$ cat config.mk
export PLATFORM = sky130hd
export DESIGN_NAME = sim_watchdog
export DESIGN_NICKNAME = d
export VERILOG_FILES = /design/src/rtl/sim_watchdog_pkg.sv /design/src/rtl/sim_watchdog_rst_sync.sv /design/src/rtl/sim_watchdog.sv
export SDC_FILE = /design/constraint.sdc
export NUM_CORES = 1
export LEC_CHECK = 0
export CAP_MARGIN = 15
export CELL_PAD_IN_SITES_DETAIL_PLACEMENT = 1
export CELL_PAD_IN_SITES_GLOBAL_PLACEMENT = 2
export CORE_MARGIN = 4
export CORE_UTILIZATION = 39
export DETAILED_ROUTE_END_ITERATION = 10
export PLACE_DENSITY_LB_ADDON = 0.1
export SLEW_MARGIN = 25
export SYNTH_ARGS = -nofsm -noshare
export SYNTH_HDL_FRONTEND = slang
export SYNTH_HIERARCHICAL = 1
export SYNTH_SLANG_ARGS = --single-unit
$ cat constraint.sdc
create_clock -name ck -period 6.2 [get_ports ck]
set_clock_uncertainty 0.1 [all_clocks]
set_input_delay 1.24 -clock ck [delete_from_list [all_inputs] [get_ports ck]]
set_output_delay 1.24 -clock ck [all_outputs]
set_load 0.01 [all_outputs]
$ cat src/rtl/sim_watchdog_pkg.sv
// rtl/sim_watchdog_pkg.sv - shared types and defaults for the simulation watchdog
// Contents: wd_state_e state/status encoding, default cycle parameters,
//           is_terminal() helper used by the FSM and the finish pulse.
package sim_watchdog_pkg;

  typedef enum logic [2:0] {
    SYNC      = 3'd0,
    HOLD      = 3'd1,
    RUN       = 3'd2,
    PASS      = 3'd3,
    FAIL      = 3'd4,
    TO_GLOBAL = 3'd5,
    TO_IDLE   = 3'd6
  } wd_state_e;

  localparam int DEF_RST_HOLD_CYCLES = 8;
  localparam int DEF_GLOBAL_TIMEOUT  = 100000;
  localparam int DEF_IDLE_TIMEOUT    = 1000;
  localparam int DEF_CNT_W           = 32;

  function automatic logic is_terminal(input wd_state_e s);
    return (s == PASS) || (s == FAIL) || (s == TO_GLOBAL) || (s == TO_IDLE);
  endfunction

endpackage

$ cat src/rtl/sim_watchdog_rst_sync.sv
// rtl/sim_watchdog_rst_sync.sv - 2-flop async-assert / sync-deassert reset synchronizer
// Ports: ck       in  clock
//        rst_n    in  raw asynchronous active-low reset
//        rst_sync out synchronized release (0 while in reset, 1 two edges after release)
module rst_sync (
  input  logic ck,
  input  logic rst_n,
  output logic rst_sync
);

  logic meta_q, meta_d;
  logic sync_q, sync_d;

  always_comb begin
    meta_d = 1'b1;
    sync_d = meta_q;
  end

  always_ff @(posedge ck or negedge rst_n) begin
    if (!rst_n) begin
      meta_q <= 1'b0;
      sync_q <= 1'b0;
    end else begin
      meta_q <= meta_d;
      sync_q <= sync_d;
    end
  end

  assign rst_sync = sync_q;

endmodule

$ cat src/rtl/sim_watchdog.sv
// rtl/sim_watchdog.sv - reset sequencer, run supervisor and verdict generator for the dut
// Ports: ck          in  clock
//        rst_n       in  asynchronous active-low reset
//        dut_rst     out synchronous active-high reset to the dut
//        heartbeat   in  dut progress pulse (RUN only)
//        done        in  dut completion strobe (RUN only)
//        pass        in  dut result, qualified by done
//        finish      out one-cycle pulse on entry to a terminal state
//        status      out current wd_state_e
//        cycle_count out RUN cycles elapsed, frozen once terminal
module sim_watchdog
  import sim_watchdog_pkg::*;
#(
  parameter int RST_HOLD_CYCLES = DEF_RST_HOLD_CYCLES,
  parameter int GLOBAL_TIMEOUT  = DEF_GLOBAL_TIMEOUT,
  parameter int IDLE_TIMEOUT    = DEF_IDLE_TIMEOUT,
  parameter int CNT_W           = DEF_CNT_W
) (
  input  logic             ck,
  input  logic             rst_n,
  output logic             dut_rst,
  input  logic             heartbeat,
  input  logic             done,
  input  logic             pass,
  output logic             finish,
  output logic [2:0]       status,
  output logic [CNT_W-1:0] cycle_count
);

  localparam longint CNT_MAX = (longint'(1) << CNT_W) - 1;
  localparam int HOLD_W = (RST_HOLD_CYCLES > 1) ? $clog2(RST_HOLD_CYCLES) : 1;

  localparam logic [HOLD_W-1:0] HOLD_LAST   = HOLD_W'(RST_HOLD_CYCLES - 1);
  localparam logic [CNT_W-1:0]  GLOBAL_LAST = CNT_W'(GLOBAL_TIMEOUT - 1);
  localparam logic [CNT_W-1:0]  IDLE_LAST   = CNT_W'(IDLE_TIMEOUT - 1);

  if (RST_HOLD_CYCLES < 1) begin : g_bad_hold
    $error("sim_watchdog: RST_HOLD_CYCLES must be >= 1");
  end
  if ((GLOBAL_TIMEOUT < 1) || (longint'(GLOBAL_TIMEOUT) > CNT_MAX)) begin : g_bad_global
    $error("sim_watchdog: GLOBAL_TIMEOUT out of range for CNT_W");
  end
  if ((IDLE_TIMEOUT < 1) || (longint'(IDLE_TIMEOUT) > CNT_MAX)) begin : g_bad_idle
    $error("sim_watchdog: IDLE_TIMEOUT out of range for CNT_W");
  end

  logic rst_sync_w;

  rst_sync u_rst_sync (
    .ck       (ck),
    .rst_n    (rst_n),
    .rst_sync (rst_sync_w)
  );

  wd_state_e         state_q, state_d;
  logic [HOLD_W-1:0] hold_q, hold_d;
  logic [CNT_W-1:0]  cycle_q, cycle_d;
  logic [CNT_W-1:0]  idle_q, idle_d;
  logic              dut_rst_q, dut_rst_d;
  logic              finish_q, finish_d;

  // State register plus the counters and registered outputs.
  always_ff @(posedge ck or negedge rst_n) begin
    if (!rst_n) begin
      state_q   <= SYNC;
      hold_q    <= '0;
      cycle_q   <= '0;
      idle_q    <= '0;
      dut_rst_q <= 1'b1;
      finish_q  <= 1'b0;
    end else begin
      state_q   <= state_d;
      hold_q    <= hold_d;
      cycle_q   <= cycle_d;
      idle_q    <= idle_d;
      dut_rst_q <= dut_rst_d;
      finish_q  <= finish_d;
    end
  end

  // Next state. In RUN, done outranks the global timeout, which outranks idle.
  always_comb begin
    state_d = state_q;
    unique case (state_q)
      SYNC: if (rst_sync_w) state_d = HOLD;
      HOLD: if (hold_q == HOLD_LAST) state_d = RUN;
      RUN: begin
        if (done)                                  state_d = pass ? PASS : FAIL;
        else if (cycle_q == GLOBAL_LAST)           state_d = TO_GLOBAL;
        else if (!heartbeat && idle_q == IDLE_LAST) state_d = TO_IDLE;
      end
      default: state_d = state_q;
    endcase
  end

  // Counters. cycle_count only moves in RUN, so it freezes on the decision edge
  // with the deciding cycle included.
  always_comb begin
    hold_d  = '0;
    cycle_d = cycle_q;
    idle_d  = '0;
    if (state_q == HOLD && hold_q != HOLD_LAST) begin
      hold_d = hold_q + 1'b1;
    end
    if (state_q == RUN) begin
      if (cycle_q != '1) cycle_d = cycle_q + 1'b1;
      if (!heartbeat)    idle_d  = (idle_q != '1) ? idle_q + 1'b1 : idle_q;
    end
  end

  // Outputs, registered from the next state so they change with status.
  always_comb begin
    dut_rst_d = (state_d != RUN);
    finish_d  = is_terminal(state_d) && !is_terminal(state_q);
  end

  assign dut_rst     = dut_rst_q;
  assign finish      = finish_q;
  assign status      = state_q;
  assign cycle_count = cycle_q;

  a_pass_known : assert property (@(posedge ck) disable iff (!rst_n)
    (state_q == RUN && done) |-> !$isunknown(pass));

endmodule
==> impl_metrics.yaml <==
finish:
  n_fill_cell: 1113
  antenna_cells: 0
  fin_cells: 567
  nets: 438
  area_growth_pct: 19.1
  drive_above_1_share_pct: 8.99
yosys:
  ys.flop_type: "dfrtp_1"
  syn-num-nets: 391
  ys_warn_count: 6
  avgSynthCellArea_um2: 10.2
  synth_edf_count: 0
  ys_types: 59
  netlist_top_cells_area: "dfrtp_1 (47%), xnor2_1 (5.6%), xor2_1 (4.3%)"
  synth_top_area_share_pct: 47.0
  ys_seq_area_share_pct: 47.7
  yosysTopAreaCell: "dfrtp_1"
  syn_area_um2: 3890
  async_reset_ff_share_pct: 100
  synthCells: 382
  synth.most_common_cell: "dfrtp_1"
  synth_common_cells: "dfrtp_1 (73), nor2_1 (29), nand3_1 (26)"
  ys_ff_latch: 74
hold_path:
  hp-class: "reg2reg"
  min_from: "u_rst_sync/meta_q$_DFF_PN0_"
placement:
  gp_congestion: 0.812
  dpl.hpwl_mm: 6.97
  dp.cells: 551
  dp_slack_ns: 2.96
  port_buffers: 41
timing:
  fmax_mhz: 346
  slew_headroom_pct: 33.9
  fin_tns_setup_ns: 0
  min_period_ns: 2.89
  hold_viol_final: 0
  layout_setup_ws_ns: 3.31
  finalSetupViolCount: 0
  worst_pin_slew_ns: 0.983
  rsz0062_at_grt: "false"
  fin_crit_sh_pct: 46.7
  slew_viol_final: 0
clock_tree:
  cts_buffer_depth: 2
  cts_tree: "yes"
  insertion_delay_ns: 0.35
  clockRootBuffer: "clkbuf_8"
  cts_hold_buf: 0
  cts-resized-gates: 0
  cts_setup_buffers: 0
  cts_buffers: 9
  cts_max_level: 3
  clk_pin_slew_ns: 0.08
  clock_sinks: 74
floorplanning:
  die_y_um: 108
  rows: 36
  fp.dieArea_um2: 11600
  io_pins: 42
  start_util_pct: 39.9
  core_um2: 9730
  die_w_um: 108
setup_path:
  worst-setup-path-type: "in2reg"
  crit_path_start_kind: "input pin"
  slowest_stage: "clkdlybuf4s50_1"
  worstPathMaxFanout: 4
  crit_required_ns: 6.34
  worstPathArrival_ns: 3.04
  end_kind: "register"
  crit_chain: "clkdlybuf4s50_1 -> nor3b_1 -> nand2_1 -> o32ai_1 -> a21bo_2 -> a221oi_1"
  worstSetupStartpoint: "done"
  crit_family: "compound AO/OA/AOI/OAI gates"
  rr_startpoint: "idle_q[0]$_DFFE_PN0P_"
  slowest_delay_ns: 0.46
  path_buf_inv: 1
global_routing:
  gr-usage-all-layers_pct: 18.5
  grt_first_pass_wirelength_mm: 17.0
  antenna_found_initial: 0
  grt_max_degree: 75
  grt_overflow_total: 0
  grt_pass1_vias: 3206
route:
  wl_mm: 10.1
  drtAntennaViolNets: 0
  viasPerCell: 5.59
  drt_iter0_markers: 109
  drc: 0
  via_count: 3167
  dr.pass1.iters: 4
  drt-wirelength-per-cell_um: 17.7
power_and_ir_drop:
  power_w: 0.00107
  powerDensity_nw_per_um2: 231
  power.leakage_nw: 1.87
  irDropWorstVdd_v: 0.000161
outcome:
  status: "completed"
job:
  max_cap_viol_count: 0
[sequential cells by signal, indices dropped and copies added, names as in the netlist]
name,cells
dut_rst,1
finish,1
status,3
u_rst_sync/rst_sync,1
hold_q,3
cycle_count,32
u_rst_sync/meta_q,1
idle_q,32
[worst reg2reg max path: cells and delay by family, from the launching register on]
kind	cells	cell delay, ns
DFF	1	0.39
and+or+nand+nor	4	1.35
muxes	1	0.24
adders and majority gates	1	0.32
[cell type report]
class / count / area (µm²) / share of cell area (%)
Timing Repair Buffer: 44 / 434 / 9.38
Tap cell: 133 / 166 / 3.59
Sequential cell: 74 / 1850 / 40.0
Clock inverter: 3 / 21.3 / 0.459
Inverter: 7 / 26.3 / 0.568
Multi-Input combinational cell: 293 / 1960 / 42.3
Clock buffer: 13 / 169 / 3.65
[final timing paths]
kind                            slack (ns)                             to  depth (start not counted)
worst max register to register        3.69          idle_q[1]$_DFFE_PN0P_                          6
worst min-delay path                  0.27  u_rst_sync/rst_sync$_DFF_PN0_                          0
min in group asynchronous             0.79         idle_q[15]$_DFFE_PN0P_                          1
worst min register to register        0.27  u_rst_sync/rst_sync$_DFF_PN0_                          0
max in group asynchronous             4.68    cycle_count[10]$_DFFE_PN0P_                          1
worst max-delay path                  3.31               finish$_DFF_PN0_                          6
[routing by layer]
metal | part of all wire [%] | vias up | GRT usage [%]
li1 | - | 1533 | -
met1 | 55 | 1579 | 28.9
met2 | 42 | 47 | 26.2
met3 | 2.6 | 8 | 3.60
met4 | 0.87 | 0 | 4.06
met5 | 0 | - | 0
[cell families after synthesis]
group	after synthesis	share of synthesized area, %
adders and majority gates	4	1.29
muxes	4	1.06
and+or+nand+nor	188	28.6
xor gates and xnor gates	44	9.92
AOI/OAI and AO/OA	52	9.47
buffers and inverters	15	1.90
other	1	0.0965
DFF	74	47.7
[where the power goes]
group	switching [W]	leakage (nW)	internal, W	total, W
logic	0.0000740	0.764	0.0000773	0.000151
registers	0.0000410	1.01	0.000509	0.000550
clock network	0.000190	0.0960	0.000180	0.000370
[layout by cell type, fill, tap and decap left out, types with 2 or more instances in the layout]
| master | netlist | routed |
|---|---|---|
| nand3b_1 | 2 | 2 |
| nor4bb_1 | 3 | 3 |
| o21ai_0 | 6 | 6 |
| a21oi_1 | 17 | 17 |
| clkdlybuf4s50_1 | 0 | 40 |
| a2111o_1 | 2 | 2 |
| nand4_1 | 16 | 16 |
| clkbuf_8 | 0 | 12 |
| xor2_1 | 19 | 19 |
| dfrtp_1 | 73 | 73 |
| nor4_1 | 14 | 14 |
| ha_1 | 4 | 4 |
| mux2i_1 | 3 | 3 |
| nand4_2 | 2 | 2 |
| or3_1 | 7 | 7 |
| nor4_2 | 2 | 2 |
| o31ai_1 | 3 | 3 |
| nor2_1 | 29 | 29 |
| nor4b_1 | 3 | 3 |
| and2_1 | 6 | 6 |
| and3_1 | 10 | 10 |
| and4_1 | 8 | 8 |
| a31oi_1 | 8 | 8 |
| a211oi_1 | 2 | 2 |
| or4_1 | 7 | 7 |
| inv_1 | 7 | 7 |
| xnor2_1 | 25 | 25 |
| or2_2 | 4 | 4 |
| a21bo_2 | 2 | 2 |
| nor3_1 | 11 | 11 |
| nor3b_1 | 4 | 4 |
| o211ai_1 | 2 | 2 |
| buf_4 | 0 | 3 |
| nand3_1 | 26 | 26 |
| nand2_1 | 24 | 24 |
[stage by stage]
stage               instance area [µm²]  utilization (%)  hold slack (ns)
floorplan                          3890                -            0.231
finish                             4630             47.6            0.267
global placement                   4440             45.6            0.235
global route                       4630             47.6            0.297
CTS                                4630             47.5            0.274
detailed placement                 4440             45.6            0.244
No activity file was read; power rests on OpenSTA's default activity.
